<file path="src/rtl/ap2_ram_pkg.sv">
// Shared definitions for AP2 RAM port arbiters.
// Holds the arbiter FSM encoding, RAM address/data widths and the RAM
// mode constants used when the block is wrapped as a 32-bit simple
// dual-port RAM.
package ap2_ram_pkg;

  localparam int unsigned AW = 11;
  localparam int unsigned DW = 32;

  // RAM mode settings for the wrapper: 32-bit read/write ports, RAM (not FIFO) mode.
  localparam logic [1:0] RMODE_32  = 2'b00;
  localparam logic [1:0] WMODE_32  = 2'b00;
  localparam logic       FMODE_RAM = 1'b0;

  typedef enum logic [1:0] {
    ST_ACTIVE = 2'd0,
    ST_SLEEP  = 2'd1,
    ST_WAKE   = 2'd2
  } arb_state_e;

endpackage

</file>
<file path="src/rtl/ap2_rr_pick.sv">
// Combinational round-robin picker.
// Ports:
//   req  - request vector
//   ptr  - index searched first; search wraps modulo N
//   gnt  - one-hot grant (all zero when no request)
//   idx  - encoded index of the granted requester
//   any  - at least one request present
module ap2_rr_pick #(
  parameter int unsigned N = 4,
  localparam int unsigned PW = (N > 1) ? $clog2(N) : 1
) (
  input  logic [N-1:0]  req,
  input  logic [PW-1:0] ptr,
  output logic [N-1:0]  gnt,
  output logic [PW-1:0] idx,
  output logic          any
);

  always_comb begin
    logic [PW:0] pos;
    pos = '0;
    gnt = '0;
    idx = '0;
    any = 1'b0;
    for (int unsigned k = 0; k < N; k++) begin
      // ptr < N and k < N, so one conditional subtract gives (ptr + k) mod N.
      pos = {1'b0, ptr} + (PW+1)'(k);
      if (pos >= (PW+1)'(N)) pos = pos - (PW+1)'(N);
      if (!any && req[pos[PW-1:0]]) begin
        any                = 1'b1;
        idx                = pos[PW-1:0];
        gnt[pos[PW-1:0]]   = 1'b1;
      end
    end
  end

endmodule

</file>
<file path="src/rtl/ap2_ram_port_arbiter.sv">
// Round-robin arbiter sharing one AP2 RAM (single-clock simple dual-port)
// between NREQ requesters, with idle power-down and wake-up stall.
// Ports:
//   CLK, CLR          - clock, asynchronous active-high reset
//   req/req_we        - per-requester request and write select
//   req_addr/wdata    - flattened per-requester address and write data
//   gnt               - combinational one-hot grant
//   rvalid/rdata      - one-hot read-data-valid pulse and read data
//   ram_*             - RAM control/data (registered), ram_rdata from RAM
//   busy              - FSM is sleeping or waking
module ap2_ram_port_arbiter
  import ap2_ram_pkg::*;
#(
  parameter int unsigned NREQ        = 4,
  parameter int unsigned IDLE_CYCLES = 16,
  parameter int unsigned WAKE_CYCLES = 2
) (
  input  logic             CLK,
  input  logic             CLR,
  input  logic [NREQ-1:0]  req,
  input  logic [NREQ-1:0]  req_we,
  input  logic [NREQ*AW-1:0] req_addr,
  input  logic [NREQ*DW-1:0] req_wdata,
  output logic [NREQ-1:0]  gnt,
  output logic [NREQ-1:0]  rvalid,
  output logic [DW-1:0]    rdata,
  output logic [AW-1:0]    ram_raddr,
  output logic             ram_ren,
  output logic [AW-1:0]    ram_waddr,
  output logic             ram_wen,
  output logic [DW-1:0]    ram_wdata,
  input  logic [DW-1:0]    ram_rdata,
  output logic             ram_powerdn,
  output logic             busy
);

  localparam int unsigned PW = $clog2(NREQ);
  localparam int unsigned IW = (IDLE_CYCLES > 1) ? $clog2(IDLE_CYCLES) : 1;
  localparam int unsigned WW = (WAKE_CYCLES > 1) ? $clog2(WAKE_CYCLES) : 1;

  arb_state_e    state_q, state_d;
  logic [PW-1:0] rr_ptr_q, rr_ptr_d;
  logic [IW-1:0] idle_cnt_q, idle_cnt_d;
  logic [WW-1:0] wake_cnt_q, wake_cnt_d;

  logic [NREQ-1:0] pick_gnt;
  logic [PW-1:0]   pick_idx;
  logic            pick_any;

  logic            ram_wen_q, ram_ren_q;
  logic [AW-1:0]   ram_waddr_q, ram_raddr_q;
  logic [DW-1:0]   ram_wdata_q;
  logic [PW-1:0]   rd_tag_q;
  logic [NREQ-1:0] rvalid_q, rvalid_d;

  logic          granted, grant_wr, grant_rd, in_flight;
  logic [AW-1:0] sel_addr;
  logic [DW-1:0] sel_wdata;

  ap2_rr_pick #(
    .N (NREQ)
  ) u_pick (
    .req (req),
    .ptr (rr_ptr_q),
    .gnt (pick_gnt),
    .idx (pick_idx),
    .any (pick_any)
  );

  assign gnt       = (state_q == ST_ACTIVE) ? pick_gnt : '0;
  assign granted   = (state_q == ST_ACTIVE) && pick_any;
  assign grant_wr  = granted && req_we[pick_idx];
  assign grant_rd  = granted && !req_we[pick_idx];
  assign sel_addr  = req_addr[AW*pick_idx +: AW];
  assign sel_wdata = req_wdata[DW*pick_idx +: DW];
  assign in_flight = ram_wen_q || ram_ren_q;

  always_comb begin
    state_d    = state_q;
    rr_ptr_d   = rr_ptr_q;
    idle_cnt_d = idle_cnt_q;
    wake_cnt_d = wake_cnt_q;
    unique case (state_q)
      ST_ACTIVE: begin
        if (pick_any) begin
          idle_cnt_d = '0;
          rr_ptr_d   = (pick_idx == PW'(NREQ - 1)) ? '0 : pick_idx + 1'b1;
        end else if (!in_flight) begin
          // Only count with an empty pipeline so no read is lost to power-down.
          if (idle_cnt_q == IW'(IDLE_CYCLES - 1)) begin
            state_d    = ST_SLEEP;
            idle_cnt_d = '0;
          end else begin
            idle_cnt_d = idle_cnt_q + 1'b1;
          end
        end
      end
      ST_SLEEP: begin
        if (|req) begin
          state_d    = ST_WAKE;
          wake_cnt_d = '0;
        end
      end
      ST_WAKE: begin
        if (wake_cnt_q == WW'(WAKE_CYCLES - 1)) begin
          state_d    = ST_ACTIVE;
          wake_cnt_d = '0;
        end else begin
          wake_cnt_d = wake_cnt_q + 1'b1;
        end
      end
      default: state_d = ST_ACTIVE;
    endcase
  end

  always_comb begin
    rvalid_d = '0;
    if (ram_ren_q) rvalid_d[rd_tag_q] = 1'b1;
  end

  always_ff @(posedge CLK or posedge CLR) begin
    if (CLR) begin
      state_q     <= ST_ACTIVE;
      rr_ptr_q    <= '0;
      idle_cnt_q  <= '0;
      wake_cnt_q  <= '0;
      ram_wen_q   <= 1'b0;
      ram_ren_q   <= 1'b0;
      ram_waddr_q <= '0;
      ram_raddr_q <= '0;
      ram_wdata_q <= '0;
      rd_tag_q    <= '0;
      rvalid_q    <= '0;
    end else begin
      state_q    <= state_d;
      rr_ptr_q   <= rr_ptr_d;
      idle_cnt_q <= idle_cnt_d;
      wake_cnt_q <= wake_cnt_d;
      ram_wen_q  <= grant_wr;
      ram_ren_q  <= grant_rd;
      rvalid_q   <= rvalid_d;
      if (grant_wr) begin
        ram_waddr_q <= sel_addr;
        ram_wdata_q <= sel_wdata;
      end
      if (grant_rd) begin
        ram_raddr_q <= sel_addr;
        rd_tag_q    <= pick_idx;
      end
    end
  end

  assign ram_wen     = ram_wen_q;
  assign ram_ren     = ram_ren_q;
  assign ram_waddr   = ram_waddr_q;
  assign ram_raddr   = ram_raddr_q;
  assign ram_wdata   = ram_wdata_q;
  assign rvalid      = rvalid_q;
  assign ram_powerdn = (state_q == ST_SLEEP);
  assign busy        = (state_q != ST_ACTIVE);
  // The RAM output is already registered and lands in the rvalid cycle,
  // so it is forwarded directly to keep grant-to-data latency at two.
  assign rdata       = (|rvalid_q) ? ram_rdata : '0;

endmodule

</file>
<file path="config.mk">
export PLATFORM = sky130hd
export DESIGN_NAME = ap2_ram_port_arbiter
export DESIGN_NICKNAME = d
export VERILOG_FILES = /design/src/rtl/ap2_ram_pkg.sv /design/src/rtl/ap2_rr_pick.sv /design/src/rtl/ap2_ram_port_arbiter.sv
export SDC_FILE = /design/constraint.sdc
export NUM_CORES = 1
export LEC_CHECK = 0
export ABC_AREA = 1
export BUFFER_PORTS_ARGS = -buffer_cell sky130_fd_sc_hd__buf_2
export CORE_AREA = 3 3 120 122
export CTS_CLUSTER_SIZE = 20
export DETAILED_ROUTE_END_ITERATION = 10
export DIE_AREA = 0 0 123 125
export PLACE_DENSITY = 0.76
export SLEW_MARGIN = 20
export SYNTH_ARGS = -nofsm -noshare
export SYNTH_HDL_FRONTEND = slang
export SYNTH_SLANG_ARGS = --single-unit
export TNS_END_PERCENT = 50
</file>
<file path="constraint.sdc">
create_clock -name CLK -period 2.8 [get_ports CLK]
set_clock_uncertainty 0.2 [all_clocks]
set_input_delay 0.14 -clock CLK [delete_from_list [all_inputs] [get_ports CLK]]
set_output_delay 0.14 -clock CLK [all_outputs]
set_load 0.005 [all_outputs]
</file>
==> results.txt, run 1 <==
----------------------------------------------------
[Synth]
  Post-synthesis simple-gate area fraction ... 0.514
  Number of synthesis warnings ... 0
  Number of distinct library cells after synthesis ... 34
  Dominant register cell in the synthesized netlist ... sky130_fd_sc_hd__dfrtp_1
  Number of enable flip-flop cells after synthesis ... 0
  Adder-Cell Fraction of Synth Area ... 0.0196
  Mapped Avg Cell Area ... approximately 6.3 um^2
  Largest family of logic cells by synthesized area ... simple AND/OR/NAND/NOR gates
  Mux share of post-synthesis cell area ... 0
  Post-Syn Nets ... about 1100
  Post-synthesis xor/xnor area fraction ... 0.00152
  Number of storage elements in the synthesis netlist ... between 70 and 80
  Area of the mapped netlist ... around 0.0057 mm^2
  Post-synthesis sequential area ratio ... 0.309
  Synth async-reset ratio ... 1.00
  Gate Count Post-Synth ... 911
  Compound-Gate Fraction of Synth Area ... 0.0215

[Placed design]
  Post-Place Cell Area ... 0.00740 mm^2
  Count of port buffers added during placement ... a little over 300
  Placer congestion estimate ... 0.906
  Number of instances in the placed design ... ~1400
  Detailed Place HPWL ... 15.7 mm

[Hold path]
  Min-Delay Path Depth ... 7
  End of the worst hold path ... ram_wdata[2]
  Hold_sp ... req_wdata[66]
  Classification of the worst-slack hold path ... in2reg

[Worst setup path]
  Most repeated library cell on the critical path ... sky130_fd_sc_hd__nand2_1
  Slowest cell on the critical path ... sky130_fd_sc_hd__dfrtp_1
  Delay of the slowest cell on the worst path ... between 400 and 500 ps
  Required time worst endpoint ... 2820 ps
  End of the worst register-to-register path ... ram_wdata[23]
  Arr. time, crit path ... approximately 2700 ps
  Internal reg-to-reg setup slack ... 140 ps
  Worst path cell trace ... inv_4 -> buf_4 -> nand2_1 -> nand3_1 -> nand2_4 -> nor2_4 -> nand4_1 -> nand2_4 -> inv_4 -> nand2_2 -> nand3_4 -> clkbuf_16 -> nand2_1 -> nand2_1
  Startpoint types ... register
  Highest fanout seen on the critical path ... 17
  Cells on worst reg2reg path ... 14
  Class of the most critical setup path ... reg2reg
  Launch instance of the worst register-to-register path ... rr_ptr_q[0]
  Crit. End Element ... register

[Timing]
  Number of setup violations in the final report ... 0
  Highest achievable clock rate ... 376 MHz
  Fraction of the cycle the final worst path needs ... 0.949
  Transition time at the pin with the least slew margin ... about 470 ps
  Number of pins exceeding their max-slew limit in the final report ... 0
  Fin crit period ... roughly 2700 ps
  Relative max-transition margin ... 0.689
  Final number of hold-violating endpoints ... 0
  Hold Worst Slack ... 15.5 ps
  Unrepaired setup endpoints after global routing ... true

[Drt]
  Total Routed Length ... 20.8 mm
  Drc violations ... 0
  Via count ... about 7000
  WL/cell ... 15.0 um
  Via density ... around 5.0
  Antenna Nets Post-Route ... 0
  Number of violations reported at the end of detailed-routing iteration 0 ... 547
  Detailed Routing Iterations Pass 1 ... 6

[Global routing]
  Overall overflow remaining after global route ... 0
  Global-route wire length before repair ... between 30 and 40 mm
  Number of antenna violations at the first check in global routing ... 2
  Global-route usage over all layers ... 0.256
  Via count of the first global-routing pass ... 6405
  Maximum number of pins on one net before global-route repair ... 48

[Outcome]
  Outcome ... finished, final reports clean

[Cells and area]
  Most common library cell in the layout ignoring fill and taps ... sky130_fd_sc_hd__nand2_1
  Final-stage net count ... between 1000 and 1500
  Layout cells sized above 1 ... 0.320
  Post-layout instance count excluding filler cells ... between 1000 and 1500
  Final Instance Area ... just under 0.008 mm^2
  Commonest cells after routing, fill and taps aside ... 362 x sky130_fd_sc_hd__nand2_1, 311 x sky130_fd_sc_hd__buf_2, 166 x sky130_fd_sc_hd__nand3_1
  Signed area change from the synthesized netlist to the final layout ... 36.9%

[Clock tree]
  Clock transition at the registers of the reported paths ... 60 ps
  Buffer levels on the longest clock path ... 2
  # clock sinks ... 71
  Number of clock buffers inserted by TritonCTS ... 9
  Worst-Skew Late Latency ... 330 ps
  Number of H-tree levels ... 3
  Master cell of the clock root buffer ... sky130_fd_sc_hd__clkbuf_16
  Clock tree from TritonCTS ... done

[Power]
  Worst VDD drop ... 0.940 mV
  Total power ... 13.5 mW
  Areal power density over the cells ... roughly 1700 mW/mm^2
  Leakage power summed over all cells ... just under 5 nW

[Job]
  Count of maximum capacitance violations ... 0

[Floorplan]
  DIE WIDTH ... about 120 um
  Initial cell density of the core ... 0.432
  Core Rows ... 42
  Die Ht ... 125 um
  Boundary Pins ... ~310
  Core Box Area ... about 0.013 mm^2
  Full die area ... between 0.015 and 0.02 mm^2

----------------------------------------------------
registers in the layout (all words and copies together) (netlist names):
| register | flops |
|---|---|
| rr_ptr_q | 2 |
| ram_raddr | 11 |
| idle_cnt_q | 4 |
| rd_tag_q | 2 |
| ram_wdata | 32 |
| rvalid | 4 |
| ram_waddr | 11 |
| wake_cnt_q | 1 |
| state_q | 2 |
| ram_ren | 1 |
| ram_wen | 1 |
critical path, delay by kind of cell, from the launching register on:
| family | cells | cell delay (ps) |
|---|---|---|
| buffers and inverters | 4 | 580 |
| flip-flops | 1 | 410 |
| AND/OR/NAND/NOR | 10 | 1350 |
power by group:
part / internal [mW] / total, mW / switching, mW / leakage, nW
registers: 1.59 / 1.86 / 0.265 / 0.897
logic: 3.87 / 10.4 / 6.55 / 3.88
clock network: 0.699 / 1.17 / 0.471 / 0.147
total: 6.16 / 13.5 / 7.29 / 4.93
cells in the mapped netlist, types with 8 or more instances:
cell | instances | area (um^2)
sky130_fd_sc_hd__nand3_1 | 167 | 836
sky130_fd_sc_hd__buf_6 | 12 | 135
sky130_fd_sc_hd__clkbuf_1 | 11 | 41.3
sky130_fd_sc_hd__ha_1 | 9 | 113
sky130_fd_sc_hd__nor2_1 | 38 | 143
sky130_fd_sc_hd__nand2_4 | 8 | 90.1
sky130_fd_sc_hd__nand3b_1 | 45 | 338
sky130_fd_sc_hd__buf_2 | 23 | 115
sky130_fd_sc_hd__dfrtp_1 | 71 | 1780
sky130_fd_sc_hd__o21ai_0 | 8 | 40.0
sky130_fd_sc_hd__nand4_1 | 8 | 50.1
sky130_fd_sc_hd__nand2_1 | 363 | 1360
sky130_fd_sc_hd__inv_1 | 104 | 390
cell families after synthesis:
logic type                 Yosys count
adders and majority gates            9
DFF                                 71
and+or+nand+nor                    646
AOI/OAI and AO/OA                   19
buffers and inverters              165
xor gates and xnor gates             1
what timing repair did:
item / in CTS / in global routing
hold buffers: 1 / 0
setup buffers: 0 / 1
hold endpoints to repair: 71 / 0
gates resized for setup: 0 / 15
setup endpoints to repair: 0 / 58
per-stage QoR:
step                setup TNS (ps)  setup WS [ps]   util
finish                           0            143  0.592
global route                 -13.1          -13.1  0.592
CTS                              0           90.7  0.580
detailed placement               0            138  0.557
floorplan                        0            221      -
global placement                 0            208  0.557
layer usage:
metal,up-vias,global-route usage,routed length [um]
met1,3134,0.316,8150
met5,-,0,12
met2,346,0.447,10300
met4,2,0.0710,418
met3,34,0.0542,1930
li1,3455,-,-
layout make-up:
cell class,count,area (um^2)
Antenna cell,1,2.50
Clock buffer,9,225
Clock inverter,7,77.6
Fill cell,1336,5430
Inverter,107,407
Multi-Input combinational cell,675,3270
Sequential cell,71,1780
Tap cell,176,220
Timing Repair Buffer,339,1890
how the worst max path moves through the flow:
stage | from | to | cells past startpoint
final | rr_ptr_q[0] | ram_wdata[23] | 14
after detailed placement | rr_ptr_q[0] | ram_raddr[5] | 15
after global routing | rr_ptr_q[0] | gnt[1] | 13
after global placement | rr_ptr_q[0] | ram_raddr[5] | 14
after CTS | rr_ptr_q[0] | ram_wdata[0] | 14
after floorplan | rr_ptr_q[0] | rd_tag_q[0] | 17
No activity file was read; power rests on OpenSTA's default activity.
==> run 2: changes to the inputs <==
--- a/config.mk
+++ b/config.mk
@@ -7,11 +7,12 @@
 export LEC_CHECK = 0
 export ABC_AREA = 1
 export BUFFER_PORTS_ARGS = -buffer_cell sky130_fd_sc_hd__buf_2
-export CORE_AREA = 3 3 120 122
+export CORE_AREA = 3 3 118 120
+export CTS_BUF_LIST = sky130_fd_sc_hd__clkbuf_8
 export CTS_CLUSTER_SIZE = 20
 export DETAILED_ROUTE_END_ITERATION = 10
-export DIE_AREA = 0 0 123 125
-export PLACE_DENSITY = 0.76
+export DIE_AREA = 0 0 121 123
+export PLACE_DENSITY = 0.79
 export SLEW_MARGIN = 20
 export SYNTH_ARGS = -nofsm -noshare
 export SYNTH_HDL_FRONTEND = slang
==> results.txt, run 2 (same netlist as run 1, synthesis figures left out) <==
----------------------------------------------------
[Hold path]
  End of the worst hold path ... ram_wdata[24]
  Min-Delay Path Depth ... 7 (unchanged)
  Classification of the worst-slack hold path ... in2reg
  Hold_sp ... req_wdata[88]

[Clock tree]
  Clock tree from TritonCTS ... done
  Buffer levels on the longest clock path ... 2 (unchanged)
  Worst-Skew Late Latency ... 360 ps (+30 ps)
  Number of clock buffers inserted by TritonCTS ... 9 (unchanged)
  # clock sinks ... 71 (unchanged)
  Master cell of the clock root buffer ... sky130_fd_sc_hd__clkbuf_8
  Number of H-tree levels ... 3 (unchanged)
  Clock transition at the registers of the reported paths ... 100 ps (+40 ps)

[Floorplan]
  Core Rows ... 42 (unchanged)
  Core Box Area ... 0.0131 mm^2 (-1.6%)
  Initial cell density of the core ... 0.439 (+0.00695)
  DIE WIDTH ... 121 um (-1.6%)
  Full die area ... 0.0149 mm^2 (-3.2%)
  Boundary Pins ... 312 (unchanged)
  Die Ht ... 123 um (-1.6%)

[Outcome]
  Outcome ... finished, final reports clean

[Cells and area]
  Signed area change from the synthesized netlist to the final layout ... 34.8%
  Final Instance Area ... 0.00775 mm^2 (-1.5%)
  Most common library cell in the layout ignoring fill and taps ... sky130_fd_sc_hd__nand2_1
  Flip-flop count of the largest register, all copies and words added ... 32 (unchanged)
  Combined flip-flop and latch cell area ... 0.00178 mm^2 (unchanged)
  Area used by multi-input combinational logic ... 0.00323 mm^2 (-1.1%)
  Antenna cells ... 0 (-1)
  Layout cells sized above 1 ... 0.319 (-0.00155)
  Commonest cells after routing, fill and taps aside ... 362 x sky130_fd_sc_hd__nand2_1, 311 x sky130_fd_sc_hd__buf_2, 167 x sky130_fd_sc_hd__nand3_1
  Post-layout instance count excluding filler cells ... 1393 (+0.58%)
  FILL cells ... 1301 (-2.6%)
  Final core utilization ... 0.592 (about the same)
  Final-stage net count ... 1435 (+0.63%)

[Worst setup path]
  Cells on worst reg2reg path ... 14 (unchanged)
  Arr. time, crit path ... 2650 ps (-30 ps)
  Worst path cell trace ... inv_4 -> ha_2 -> inv_1 -> nand3_1 -> nand2_2 -> nor2_4 -> nand4_1 -> nand2_2 -> inv_2 -> nand2_2 -> nand3_4 -> buf_12 -> nand2_1 -> nand2_1
  Launch instance of the worst register-to-register path ... rr_ptr_q[0]
  End of the worst register-to-register path ... ram_wdata[3]
  Crit. End Element ... register
  Class of the most critical setup path ... reg2reg
  Slowest cell on the critical path ... sky130_fd_sc_hd__dfrtp_1
  Internal reg-to-reg setup slack ... 180 ps (+40 ps)
  Required time worst endpoint ... 2830 ps (about the same)
  Most repeated library cell on the critical path ... sky130_fd_sc_hd__nand2_2
  Startpoint types ... register
  Highest fanout seen on the critical path ... 26 (+9)
  Delay of the slowest cell on the worst path ... 400 ps (about the same)

[Timing]
  Final number of hold-violating endpoints ... 0 (unchanged)
  Number of pins exceeding their max-slew limit in the final report ... 0 (unchanged)
  Number of setup violations in the final report ... 0 (unchanged)
  Fraction of the cycle the final worst path needs ... 0.934 (-0.0146)
  Transition time at the pin with the least slew margin ... 470 ps (+3.90 ps)
  Relative max-transition margin ... 0.687 (-0.00260)
  Fin crit period ... 2620 ps (-40.7 ps)
  Crit path setup slack, layout ... 184 ps (+40.7 ps)
  Highest achievable clock rate ... 382 MHz (+1.6%)
  Unrepaired setup endpoints after global routing ... true

[Placed design]
  Post-Place Cell Area ... 0.00740 mm^2 (about the same)
  Pre-CTS setup slack ... 167 ps (+28.7 ps)
  Detailed Place HPWL ... 15.5 mm (-1.3%)
  Count of port buffers added during placement ... 311 (unchanged)
  Number of instances in the placed design ... 1364 (unchanged)
  Placer congestion estimate ... 0.974 (+7.5%)

[Drt]
  Drc violations ... 0 (unchanged)
  Via count ... 6972 (+0.014%)
  Via density ... 5.01 (-0.56%)
  Antenna Nets Post-Route ... 0 (unchanged)
  Number of violations reported at the end of detailed-routing iteration 0 ... 440 (-20%)
  Detailed Routing Iterations Pass 1 ... 6 (unchanged)
  Total Routed Length ... 20.1 mm (-3.4%)
  WL/cell ... 14.4 um (-4.0%)

[Global routing]
  Overall overflow remaining after global route ... 0 (unchanged)
  Maximum number of pins on one net before global-route repair ... 62 (+29%)
  Global-route usage over all layers ... 0.260 (+0.00425)
  Via count of the first global-routing pass ... 6358 (-0.73%)
  Number of antenna violations at the first check in global routing ... 0 (-2)
  Global-route wire length before repair ... 31.0 mm (-1.7%)

[Power]
  Power dissipated by switching net loads ... 6.94 mW (-4.7%)
  Areal power density over the cells ... 1610 mW/mm^2 (-5.8%)
  Sequential Power Share ... 0.150 (+0.012)
  Leakage power summed over all cells ... 4.89 nW (-0.79%)
  Total power ... 12.5 mW (-7.2%)
  Part of the total power dissipated in combinational logic ... 0.781 (+0.006)
  Net Sw Frac ... 0.556 (+0.0146)
  Worst VDD drop ... 0.982 mV (+4.5%)
  Part of the power in the clock network ... 0.069 (-0.018)
  Design internal power ... 5.54 mW (-10%)

[Job]
  Count of maximum capacitance violations ... 0 (unchanged)

----------------------------------------------------
[run 2: how the worst max path moves through the flow]
stage	startpoint	cells past startpoint	endpoint
after global routing	rr_ptr_q[0]	14	ram_wdata[7]
after detailed placement	rr_ptr_q[0]	15	ram_raddr[6]
final	rr_ptr_q[0]	14	ram_wdata[3]
after global placement	rr_ptr_q[0]	15	ram_waddr[6]
after CTS	rr_ptr_q[0]	15	ram_raddr[6]
after floorplan	rr_ptr_q[0]	17	rd_tag_q[0]
[run 2: layer usage]
metal / track usage / vias up / share of wire / wire [um]
met5: 0 / - / 0 / 0
met4: 0.0822 / 0 / 0.020 / 405
met3: 0.0540 / 28 / 0.084 / 1680
met2: 0.469 / 332 / 0.50 / 10100
met1: 0.310 / 3152 / 0.39 / 7920
li1: - / 3460 / - / -
[run 2: per-stage QoR]
step	hold slack, ps	setup TNS (ps)
floorplan	151	0
global placement	-77.1	0
detailed placement	-79.6	0
CTS	1.79	0
global route	23.3	-56.4
finish	1.52	0
[run 2: timing repair]
| item | 4_1_cts | 5_1_grt |
|---|---|---|
| gates resized for setup | 0 | 6 |
| setup buffers | 0 | 4 |
| hold buffers | 9 | 0 |
| setup endpoints to repair | 0 | 54 |
| endpoints found under the hold margin | 79 | 0 |
[run 2: layout make-up]
type                       count  share of cell area
inverter                     107              0.0523
sequential                    71               0.229
tap                          176              0.0284
multi-input combinational    675               0.417
clock buffer                   9              0.0160
clock inverter                 7              0.0100
timing repair buffer         348               0.247
[run 2: power groups by stage]
stage / clock [mW] / combinational [mW] / sequential (mW)
finish: 0.865 / 9.75 / 1.87
global route: 0.928 / 11.1 / 1.93
CTS: 0.882 / 9.61 / 1.87
detailed placement: 0 / 9.59 / 1.88
global placement: 0 / 9.42 / 1.88
floorplan: 0 / 7.23 / 1.87
[run 2: critical path: cells and delay by family, from the launching register on]
| family | cells | cell delay [ps] |
|---|---|---|
| buf+inv | 4 | 410 |
| simple gates | 9 | 1110 |
| flops | 1 | 400 |
| fa+ha+maj | 1 | 360 |
==> run 3: changes to the inputs <==
--- a/config.mk
+++ b/config.mk
@@ -7,12 +7,14 @@
 export LEC_CHECK = 0
 export ABC_AREA = 1
 export BUFFER_PORTS_ARGS = -buffer_cell sky130_fd_sc_hd__buf_2
-export CORE_AREA = 3 3 118 120
+export CELL_PAD_IN_SITES_DETAIL_PLACEMENT = 1
+export CELL_PAD_IN_SITES_GLOBAL_PLACEMENT = 1
+export CORE_MARGIN = 3
+export CORE_UTILIZATION = 30
 export CTS_BUF_LIST = sky130_fd_sc_hd__clkbuf_8
 export CTS_CLUSTER_SIZE = 20
 export DETAILED_ROUTE_END_ITERATION = 10
-export DIE_AREA = 0 0 121 123
-export PLACE_DENSITY = 0.79
+export PLACE_DENSITY_LB_ADDON = 0.1
 export SLEW_MARGIN = 20
 export SYNTH_ARGS = -nofsm -noshare
 export SYNTH_HDL_FRONTEND = slang
==> results.txt, run 3 (same netlist as run 1, synthesis figures left out) <==
----------------------------------------------------
[Clock tree]
  Worst-Skew Late Latency ... 360 ps (about the same)
  Buffer levels on the longest clock path ... 2 (unchanged)
  Clock tree from TritonCTS ... done
  # clock sinks ... 71 (unchanged)
  Number of H-tree levels ... 3 (unchanged)
  Clock transition at the registers of the reported paths ... 90 ps (about the same)
  Number of clock buffers inserted by TritonCTS ... 9 (unchanged)
  Master cell of the clock root buffer ... sky130_fd_sc_hd__clkbuf_8

[Drt]
  Antenna Nets Post-Route ... 0 (unchanged)
  Drc violations ... 0 (unchanged)
  Number of violations reported at the end of detailed-routing iteration 0 ... 246 (-44%)
  Total Routed Length ... 24.3 mm (+21%)
  Via density ... 4.80 (-4.1%)
  Detailed Routing Iterations Pass 1 ... 4 (-2)
  WL/cell ... 16.7 um (+16%)
  Via count ... 6983 (+0.16%)

[Worst setup path]
  Startpoint types ... register
  Worst path cell trace ... inv_4 -> ha_1 -> inv_1 -> nand3_1 -> nand2_1 -> a21oi_2 -> nand2_4 -> nand3b_1 -> nand2_1 -> nand2_2 -> nand3_4 -> clkbuf_16 -> nand2_1 -> nand2_1
  Required time worst endpoint ... 2850 ps (+20 ps)
  Arr. time, crit path ... 2690 ps (+40 ps)
  Delay of the slowest cell on the worst path ... 400 ps (about the same)
  Class of the most critical setup path ... reg2reg
  Slowest cell on the critical path ... sky130_fd_sc_hd__dfrtp_1
  Top delay family on crit path ... simple AND/OR/NAND/NOR gates
  Crit. End Element ... register
  Highest fanout seen on the critical path ... 22 (-15%)
  Total buffers and inverters traversed by the critical path ... 3 (-1)
  Most repeated library cell on the critical path ... sky130_fd_sc_hd__nand2_1

[Floorplan]
  DIE WIDTH ... 144 um (+19%)
  Core Box Area ... 0.0184 mm^2 (+41%)
  Full die area ... 0.0209 mm^2 (+40%)
  Initial cell density of the core ... 0.313 (-0.127)
  Core Rows ... 49 (+17%)
  Die Ht ... 144 um (+17%)
  Boundary Pins ... 312 (unchanged)

[Placed design]
  Post-Place Cell Area ... 0.00752 mm^2 (+1.6%)
  Placer congestion estimate ... 0.866 (-11%)
  Count of port buffers added during placement ... 311 (unchanged)
  Detailed Place HPWL ... 18.5 mm (+19%)

[Timing]
  Relative max-transition margin ... 0.577 (-0.109)
  Highest achievable clock rate ... 379 MHz (-0.87%)
  Number of pins exceeding their max-slew limit in the final report ... 0 (unchanged)
  Final number of hold-violating endpoints ... 0 (unchanged)
  Number of setup violations in the final report ... 0 (unchanged)
  Fin crit period ... 2640 ps (+22.9 ps)
  Fraction of the cycle the final worst path needs ... 0.943 (+0.00818)
  Transition time at the pin with the least slew margin ... 633 ps (+163 ps)

[Cells and area]
  Final Instance Area ... 0.00802 mm^2 (+3.6%)
  Flip-flop count of the largest register, all copies and words added ... 32 (unchanged)
  Most common library cell in the layout ignoring fill and taps ... sky130_fd_sc_hd__nand2_1
  Layout cells sized above 1 ... 0.317 (-0.00208)
  Final-stage net count ... 1443 (+0.56%)
  Signed area change from the synthesized netlist to the final layout ... 39.6%
  Commonest cells after routing, fill and taps aside ... 363 x sky130_fd_sc_hd__nand2_1, 311 x sky130_fd_sc_hd__buf_2, 167 x sky130_fd_sc_hd__nand3_1

[Power]
  Leakage power summed over all cells ... 4.98 nW (+1.8%)
  Areal power density over the cells ... 1680 mW/mm^2 (+4.4%)
  Worst VDD drop ... 0.972 mV (-1.1%)
  Total power ... 13.5 mW (+8.1%)

[Global routing]
  Number of antenna violations at the first check in global routing ... 4 (+4)
  Maximum number of pins on one net before global-route repair ... 53 (-15%)
  Via count of the first global-routing pass ... 6954 (+9.4%)
  Global-route wire length before repair ... 36.5 mm (+17%)
  Global-route usage over all layers ... 0.221 (-0.0386)
  Overall overflow remaining after global route ... 0 (unchanged)

[Job]
  Count of maximum capacitance violations ... 0 (unchanged)

[Outcome]
  Outcome ... finished, final reports clean

[Hold path]
  Classification of the worst-slack hold path ... in2reg

----------------------------------------------------
[run 3: final timing paths]
| path | startpoint | end | slack [ps] | cells past startpoint |
|---|---|---|---|---|
| max | rr_ptr_q[0] | ram_waddr[1] | 160 | 14 |
| min reg2reg | ram_wdata[2] | ram_wdata[2] | 280 | 2 |
| min | req_wdata[76] | ram_wdata[12] | 10 | 7 |
| min in group asynchronous | CLR | ram_wdata[4] | 200 | 3 |
| max in group asynchronous | CLR | ram_wdata[23] | 1580 | 4 |
| max reg2reg | rr_ptr_q[0] | ram_waddr[1] | 160 | 14 |
[run 3: final cells by class]
class,instances,area (um^2)
Antenna cell,1,2.50
Clock buffer,10,138
Clock inverter,6,116
Fill cell,2524,10400
Inverter,107,408
Multi-Input combinational cell,675,3230
Sequential cell,71,1780
Tap cell,229,287
Timing Repair Buffer,356,2060
[run 3: metrics by stage]
step | setup WS (ps) | hold slack [ps] | setup TNS (ps) | instances | util
after floorplan | 221 | 151 | 0 | 911 | -
after global placement | 210 | 38.2 | 0 | 1419 | 0.409
after detailed placement | 99.8 | 38.0 | 0 | 1419 | 0.409
after CTS | 78.0 | 0.404 | 0 | 1450 | 0.431
after global routing | -0.267 | 42.6 | -0.267 | 1454 | 0.436
final | 161 | 14.7 | 0 | 1455 | 0.436
[run 3: power breakdown]
group | internal [mW] | total (mW) | switching (mW)
combinational | 3.82 | 10.6 | 6.74
clock | 0.623 | 1.07 | 0.444
sequential | 1.59 | 1.87 | 0.281
[run 3: worst min-delay path, stage by stage]
cell,delay (ps)
sky130_fd_sc_hd__buf_2,80
sky130_fd_sc_hd__nand2_1,40
sky130_fd_sc_hd__nand2_1,60
sky130_fd_sc_hd__nand2_1,40
sky130_fd_sc_hd__nand2_1,50
sky130_fd_sc_hd__nand3_1,70
sky130_fd_sc_hd__nand2_1,60
[run 3: layer usage]
layer | global-route usage | part of all wire
met2 | 0.371 | 0.48
met5 | 0 | 0.0016
met1 | 0.286 | 0.42
met4 | 0.0569 | 0.015
met3 | 0.0546 | 0.077
[run 3: timing repair]
item | 4_1_cts | 5_1_grt
resized for setup | 0 | 5
endpoints found under the hold margin | 48 | 0
hold buffers | 15 | 0
setup endpoints to repair | 0 | 52
setup buffers | 0 | 2
